--- src/rtl/fetch_pkg.sv ---
// fetch_pkg: shared types and defaults for the fetch sequencer.
//   ADDR_W_DEF / INSTR_W_DEF : default address / instruction widths
//   state_t                  : sequencer FSM state encoding
//   pc_t                     : program counter type at the default width
package fetch_pkg;

  localparam int unsigned ADDR_W_DEF  = 8;
  localparam int unsigned INSTR_W_DEF = 8;

  typedef enum logic [1:0] {
    ST_IDLE   = 2'd0,
    ST_RUN    = 2'd1,
    ST_DRAIN  = 2'd2,
    ST_HALTED = 2'd3
  } state_t;

  typedef logic [ADDR_W_DEF-1:0] pc_t;

endpackage

--- src/rtl/fetch_pc_counter.sv ---
// fetch_pc_counter: program counter register.
//   clock, reset  : clock and synchronous active-high reset (pc <- RESET_PC)
//   load/load_val : load a new pc (has priority over inc)
//   inc           : advance pc by one, wrapping modulo 2**ADDR_W
//   pc            : current pc
//   last          : pc is at the top address, so the next increment overflows
module fetch_pc_counter
  import fetch_pkg::*;
#(
  parameter int unsigned ADDR_W   = ADDR_W_DEF,
  parameter int unsigned RESET_PC = 0
) (
  input  logic              clock,
  input  logic              reset,
  input  logic              load,
  input  logic [ADDR_W-1:0] load_val,
  input  logic              inc,
  output logic [ADDR_W-1:0] pc,
  output logic              last
);

  localparam logic [ADDR_W-1:0] PC_RST = ADDR_W'(RESET_PC);

  logic [ADDR_W-1:0] pc_d, pc_q;

  always_comb begin
    pc_d = pc_q;
    if (load)     pc_d = load_val;
    else if (inc) pc_d = pc_q + 1'b1;
  end

  always_ff @(posedge clock) begin
    if (reset) pc_q <= PC_RST;
    else       pc_q <= pc_d;
  end

  assign pc   = pc_q;
  assign last = &pc_q;

endmodule

--- src/rtl/fetch_sequencer.sv ---
// fetch_sequencer: PC and fetch controller for a 256x8 instruction memory.
// Drives endereco (= pc), captures instrucao at posedge (memory reads on the
// preceding negedge) and hands instr_out/pc_out to the decoder over
// instr_valid/instr_ready. Supports start, jump redirect, halt and backpressure.
//   clock, reset            : clock, synchronous active-high reset
//   start, start_addr       : begin fetching (IDLE/HALTED only)
//   jump_valid, jump_target : redirect (RUN only)
//   halt_req                : stop after the current output is delivered
//   endereco, instrucao     : memory address / read data
//   instr_out, pc_out, instr_valid, instr_ready : decoder handshake
//   halted, wrap_err        : status
// Build option: FETCH_WRAP_TRAP_EN -- when defined, a load at the top address
// sets sticky wrap_err and stops instead of wrapping pc to 0.
//
// state     | meaning
// ST_IDLE   | after reset, waiting for start
// ST_RUN    | fetching, one instruction per cycle when the decoder is ready
// ST_DRAIN  | stopping; holding last output until the decoder takes it
// ST_HALTED | stopped, waiting for start
module fetch_sequencer
  import fetch_pkg::*;
#(
  parameter int unsigned ADDR_W   = ADDR_W_DEF,
  parameter int unsigned INSTR_W  = INSTR_W_DEF,
  parameter int unsigned RESET_PC = 0
) (
  input  logic               clock,
  input  logic               reset,
  input  logic               start,
  input  logic [ADDR_W-1:0]  start_addr,
  input  logic               jump_valid,
  input  logic [ADDR_W-1:0]  jump_target,
  input  logic               halt_req,
  output logic [ADDR_W-1:0]  endereco,
  input  logic [INSTR_W-1:0] instrucao,
  output logic [INSTR_W-1:0] instr_out,
  output logic [ADDR_W-1:0]  pc_out,
  output logic               instr_valid,
  input  logic               instr_ready,
  output logic               halted,
  output logic               wrap_err
);

`ifdef FETCH_WRAP_TRAP_EN
  localparam logic TRAP_EN = 1'b1;
`else
  localparam logic TRAP_EN = 1'b0;
`endif

  state_t             state_d, state_q;
  logic [INSTR_W-1:0] instr_d, instr_q;
  logic [ADDR_W-1:0]  pc_out_d, pc_out_q;
  logic               valid_d, valid_q;
  logic               halted_d, halted_q;
`ifdef FETCH_WRAP_TRAP_EN
  logic               wrap_err_d, wrap_err_q;
`endif

  logic              pc_load, pc_inc, pc_last, wrap_hit;
  logic [ADDR_W-1:0] pc_load_val, pc;

  fetch_pc_counter #(
    .ADDR_W   (ADDR_W),
    .RESET_PC (RESET_PC)
  ) u_pc (
    .clock    (clock),
    .reset    (reset),
    .load     (pc_load),
    .load_val (pc_load_val),
    .inc      (pc_inc),
    .pc       (pc),
    .last     (pc_last)
  );

  // Only meaningful with the trap build; otherwise pc wraps silently.
  assign wrap_hit = pc_last & TRAP_EN;

  always_comb begin
    state_d     = state_q;
    instr_d     = instr_q;
    pc_out_d    = pc_out_q;
    valid_d     = valid_q;
    halted_d    = halted_q;
`ifdef FETCH_WRAP_TRAP_EN
    wrap_err_d  = wrap_err_q;
`endif
    pc_load     = 1'b0;
    pc_load_val = start_addr;
    pc_inc      = 1'b0;

    case (state_q)
      ST_IDLE, ST_HALTED: begin
        if (start) begin
          pc_load     = 1'b1;
          pc_load_val = start_addr;
          valid_d     = 1'b0;
          halted_d    = 1'b0;
`ifdef FETCH_WRAP_TRAP_EN
          wrap_err_d  = 1'b0;
`endif
          state_d     = ST_RUN;
        end
      end
      ST_RUN: begin
        if (halt_req) begin
          if (valid_q && !instr_ready) begin
            state_d = ST_DRAIN;
          end else begin
            valid_d  = 1'b0;
            halted_d = 1'b1;
            state_d  = ST_HALTED;
          end
        end else if (jump_valid) begin
          // Flush: the held instruction is dropped even if accepted this edge.
          pc_load     = 1'b1;
          pc_load_val = jump_target;
          valid_d     = 1'b0;
        end else if (!valid_q || instr_ready) begin
          instr_d  = instrucao;
          pc_out_d = pc;
          valid_d  = 1'b1;
          if (wrap_hit) begin
`ifdef FETCH_WRAP_TRAP_EN
            wrap_err_d = 1'b1;
`endif
            state_d    = ST_DRAIN;
          end else begin
            pc_inc = 1'b1;
          end
        end
      end
      ST_DRAIN: begin
        if (instr_ready) begin
          valid_d  = 1'b0;
          halted_d = 1'b1;
          state_d  = ST_HALTED;
        end
      end
      default: state_d = ST_IDLE;
    endcase
  end

  always_ff @(posedge clock) begin
    if (reset) begin
      state_q    <= ST_IDLE;
      instr_q    <= '0;
      pc_out_q   <= '0;
      valid_q    <= 1'b0;
      halted_q   <= 1'b0;
`ifdef FETCH_WRAP_TRAP_EN
      wrap_err_q <= 1'b0;
`endif
    end else begin
      state_q    <= state_d;
      instr_q    <= instr_d;
      pc_out_q   <= pc_out_d;
      valid_q    <= valid_d;
      halted_q   <= halted_d;
`ifdef FETCH_WRAP_TRAP_EN
      wrap_err_q <= wrap_err_d;
`endif
    end
  end

  assign endereco    = pc;
  assign instr_out   = instr_q;
  assign pc_out      = pc_out_q;
  assign instr_valid = valid_q;
  assign halted      = halted_q;
`ifdef FETCH_WRAP_TRAP_EN
  assign wrap_err    = wrap_err_q;
`else
  assign wrap_err    = 1'b0;
`endif

endmodule

--- config.mk ---
export PLATFORM = sky130hd
export DESIGN_NAME = fetch_sequencer
export DESIGN_NICKNAME = d
export VERILOG_FILES = /design/src/rtl/fetch_pkg.sv /design/src/rtl/fetch_pc_counter.sv /design/src/rtl/fetch_sequencer.sv
export SDC_FILE = /design/constraint.sdc
export NUM_CORES = 1
export LEC_CHECK = 0
export ABC_AREA = 0
export BUFFER_PORTS_ARGS = -buffer_cell sky130_fd_sc_hd__buf_2
export CORE_ASPECT_RATIO = 1.75
export CORE_UTILIZATION = 47
export CTS_CLUSTER_SIZE = 14
export DETAILED_ROUTE_END_ITERATION = 6
export GPL_ROUTABILITY_DRIVEN = 0
export PLACE_DENSITY = 0.74
export SYNTH_ARGS = -nofsm -noshare
export SYNTH_HDL_FRONTEND = slang
export SYNTH_SLANG_ARGS = --single-unit
export TNS_END_PERCENT = 10
--- constraint.sdc ---
create_clock -name clock -period 2.2 [get_ports clock]
set_clock_uncertainty 0.2 [all_clocks]
set_input_delay 0.44 -clock clock [delete_from_list [all_inputs] [get_ports clock]]
set_output_delay 0.44 -clock clock [all_outputs]
set_load 0.05 [all_outputs]
==> summary.txt <==
Worst setup path
  • Crit Reg-Reg Endpoint: u_pc.pc[7]
  • Critical path buffers and inverters: 1
  • Worst R2R Path Depth: 6
  • Startpoint types: flop
  • CP Data Required Time: approximately 2.2 ns
  • Critical path, cell by cell: inv_1 > ha_2 > nand4_1 > nor4_2 > xnor2_1 > a221oi_2
  • Crit path max-delay family: simple AND/OR/NAND/NOR gates
  • CP max-delay cell: dfxtp_1
  • Crit path max fanout: 8
  • Crit end category: flop
  • R2r startpoint: state_q[1]
  • Crit path from: state_q[1]
  • Reg2reg setup slack: ~0.18 ns
  • Crit path largest cell delay: approximately 0.36 ns
  • Critical path class: reg2reg
  • Arr. time, crit path: roughly 2.0 ns

STA
  • Hold slack: between 0.15 and 0.2 ns
  • Count of pins over their slew limit: 0
  • Slew @ Worst Pin: around 0.57 ns
  • Tcrit/Tclk final: around 90%
  • Fmax achieved: between 400 and 500 MHz
  • Worst setup margin: between 0.15 and 0.2 ns
  • RSZ-0062 raised after global routing: yes
  • Final hold vios: 0
  • Rel. slew slack: 61.73%
  • Final setup fails: 0
  • Crit path time final: 2.019 ns
  • Setup TNS Final: 0 ns

Final layout
  • Antenna cells: 0
  • Layout cells sized above 1: between 30% and 40%
  • Area growth from synthesis to final layout: 24.34%
  • NumNets Final: approximately 260

Die
  • Die area: approximately 3200 sq um
  • Die width: between 40 and 50 um
  • Total core area: between 2000 and 3000 sq um
  • Starting density of the core: 48.83%
  • FP Rows: 26
  • Die height: 74.56 um
  • Ports: 57

Clock tree
  • PostCTS Resize Cnt: 0
  • CTS tree: yes
  • # hold bufs at CTS: 0
  • Clock transition at path regs: 0.09 ns
  • H-Tree Level Count: 1
  • CTS sink count: 28
  • CTS buffer count: 3
  • Bufs on Longest Clock Path: 2
  • CTS root buffer: clkbuf_8
  • Post-CTS Setup Bufs: 0
  • Clk_lat worst skew: roughly 0.27 ns

Pwr
  • Leakage: 0.7447 nW
  • Maximum VDD drop: between 0.0006 and 0.0007 V
  • Power Density: approximately 1200 nW/um^2

Routing
  • DR iter-0 viols: 44
  • Vias: roughly 1,400
  • Vias per Instance: around 5.6
  • Drt pass-1 iters: 6
  • DRC Markers: 8
  • Routed Wire Length: ~3.6 mm
  • Antenna Violating Nets Remaining: 0
  • Wirelength per Cell: 14.52 um

Synthesis
  • Post-synth top area cell: dfxtp_1
  • Area contributors post-synth: dfxtp_1 40%, nand2_1 11%, a21oi_1 7.1%
  • Post-synth EDFFs: 0
  • Syn Area/Cell: 8.317 sq um
  • #FFs+latches synth: 28
  • Cells after synthesis: 170
  • Top-area cell type share of the netlist area: between 30% and 40%
  • Post-synthesis sequential area ratio: approximately two fifths
  • Yosys warning total: 0
  • Most common cell in the netlist: nand2_1
  • Post-synth cell types: 36
  • Synth async-reset ratio: 0%
  • Synth top cells by count: 41 x nand2_1, 28 x dfxtp_1, 20 x a21oi_1, 12 x a211oi_1
  • Post-synth top flop: dfxtp_1
  • Synthesized area: about 1400 sq um
  • Syn nets: roughly 200

Global routing
  • Vias in the first global route: around 1,200
  • Congestion Overflow GR: 0
  • Gr usage total: 23.43%
  • Initial antenna violation count: 0
  • Pin count of the biggest net entering global routing: 29
  • First-pass GRT wire length: between 5 and 6 mm

Hold path
  • Hold EP: instr_out[4]
  • HP Class: in2reg
  • Worst Hold Path Cells: 3
  • Min-delay src: instrucao[4]

Run status
  • Failing checks: design-rule violations
  • Status: finished, violations left

Placement
  • Detailed placement HPWL: 2.834 mm
  • Pre-CTS WS: about 0.12 ns
  • Port bufs: 55

Job
  • MaxCap Viol Count: 0
-- power breakdown --
group | switching, mW | internal [mW] | total [mW]
clock | 0.153 | 0.160 | 0.313
combinational | 0.715 | 0.334 | 1.05
sequential | 0.128 | 0.621 | 0.748
total | 0.996 | 1.12 | 2.11
-- worst min-delay path: stages --
cell	delay, ns
buf_2	0.09
nand2_1	0.04
a21oi_1	0.05
-- stage by stage --
step	util (%)	cell area, sq um	power (mW)	instances
3_3_place_gp	58.69	1699	1.758	246
6_report	60.72	1758	2.111	250
2_1_floorplan	-	1414	1.523	170
5_1_grt	60.72	1758	2.242	250
3_5_place_dp	58.69	1699	1.796	246
4_1_cts	60.59	1754	2.110	250
-- worst max-delay path by stage --
stage	to	slack [ns]	cells after the start
3_5_place_dp	u_pc.pc[7]	0.12	6
2_1_floorplan	u_pc.pc[7]	0.26	4
3_3_place_gp	u_pc.pc[7]	0.25	6
5_1_grt	halted	-0.003	6
6_report	u_pc.pc[7]	0.18	6
4_1_cts	u_pc.pc[7]	0.11	6
-- registers in the layout (all words and copies together), names as in the netlist --
name,count
halted,1
instr_out,8
instr_valid,1
pc_out,8
state_q,2
u_pc.pc,8
-- cell type report --
cell class / count / area, sq um
fill: 269 / 1137
inverter: 6 / 22.52
clock buffer: 4 / 55.05
sequential: 28 / 560.5
tap: 28 / 35.03
multi-input combinational: 124 / 772.0
timing repair buffer: 60 / 312.8
-- cell families (layout without fill, tap and decap cells) --
group	Yosys count	after routing	synth area share, %
other	1	1	0.2652
and+or+nand+nor	68	68	24.51
AOI/OAI and AO/OA	43	43	20.71
xor gates and xnor gates	6	6	3.717
DFF	28	28	39.65
muxes	1	1	0.7080
adders and majority gates	5	5	4.425
buffers and inverters	18	70	6.017
-- cell usage in the layout (no fill, tap or decap) --
master    netlist  final
buf_2           5     55
nand2_1        41     41
dfxtp_1        28     28
a21oi_1        20     20
a211oi_1       12     12
inv_1           6      6
xnor2_1         6      6
and2_1          5      5
buf_4           1      5
nor2_1          4      4
ha_1            5      4
clkbuf_8        0      4
and3_1          3      3
nand4_1         3      3
nor4_2          3      3
a221oi_1        2      2
a311oi_1        2      2
nor3_1          2      2
nand2b_1        1      1
nand3_1         1      1
nand3b_1        1      1
a21o_2          0      1
mux2i_1         1      1
a22oi_1         1      1
and3b_1         1      1
a221o_1         1      1
a32oi_1         1      1
a222oi_1        1      1
nor2b_1         1      1
or2_1           1      1
a221oi_2        1      1
a31o_2          1      1
nor4_4          1      1
ha_2            0      1
conb_1          1      1
-- per-layer routing --
layer | share of wire, % | global-route usage (%) | vias up | wire length, um
li1 | - | - | 699 | -
met5 | 0 | 0 | - | 0
met1 | 37 | 25.11 | 642 | 1359
met4 | 3.2 | 11.46 | 0 | 116
met3 | 3.9 | 3.155 | 14 | 140
met2 | 55 | 43.77 | 50 | 2014
Note: power is estimated with default switching activity, not from simulation.
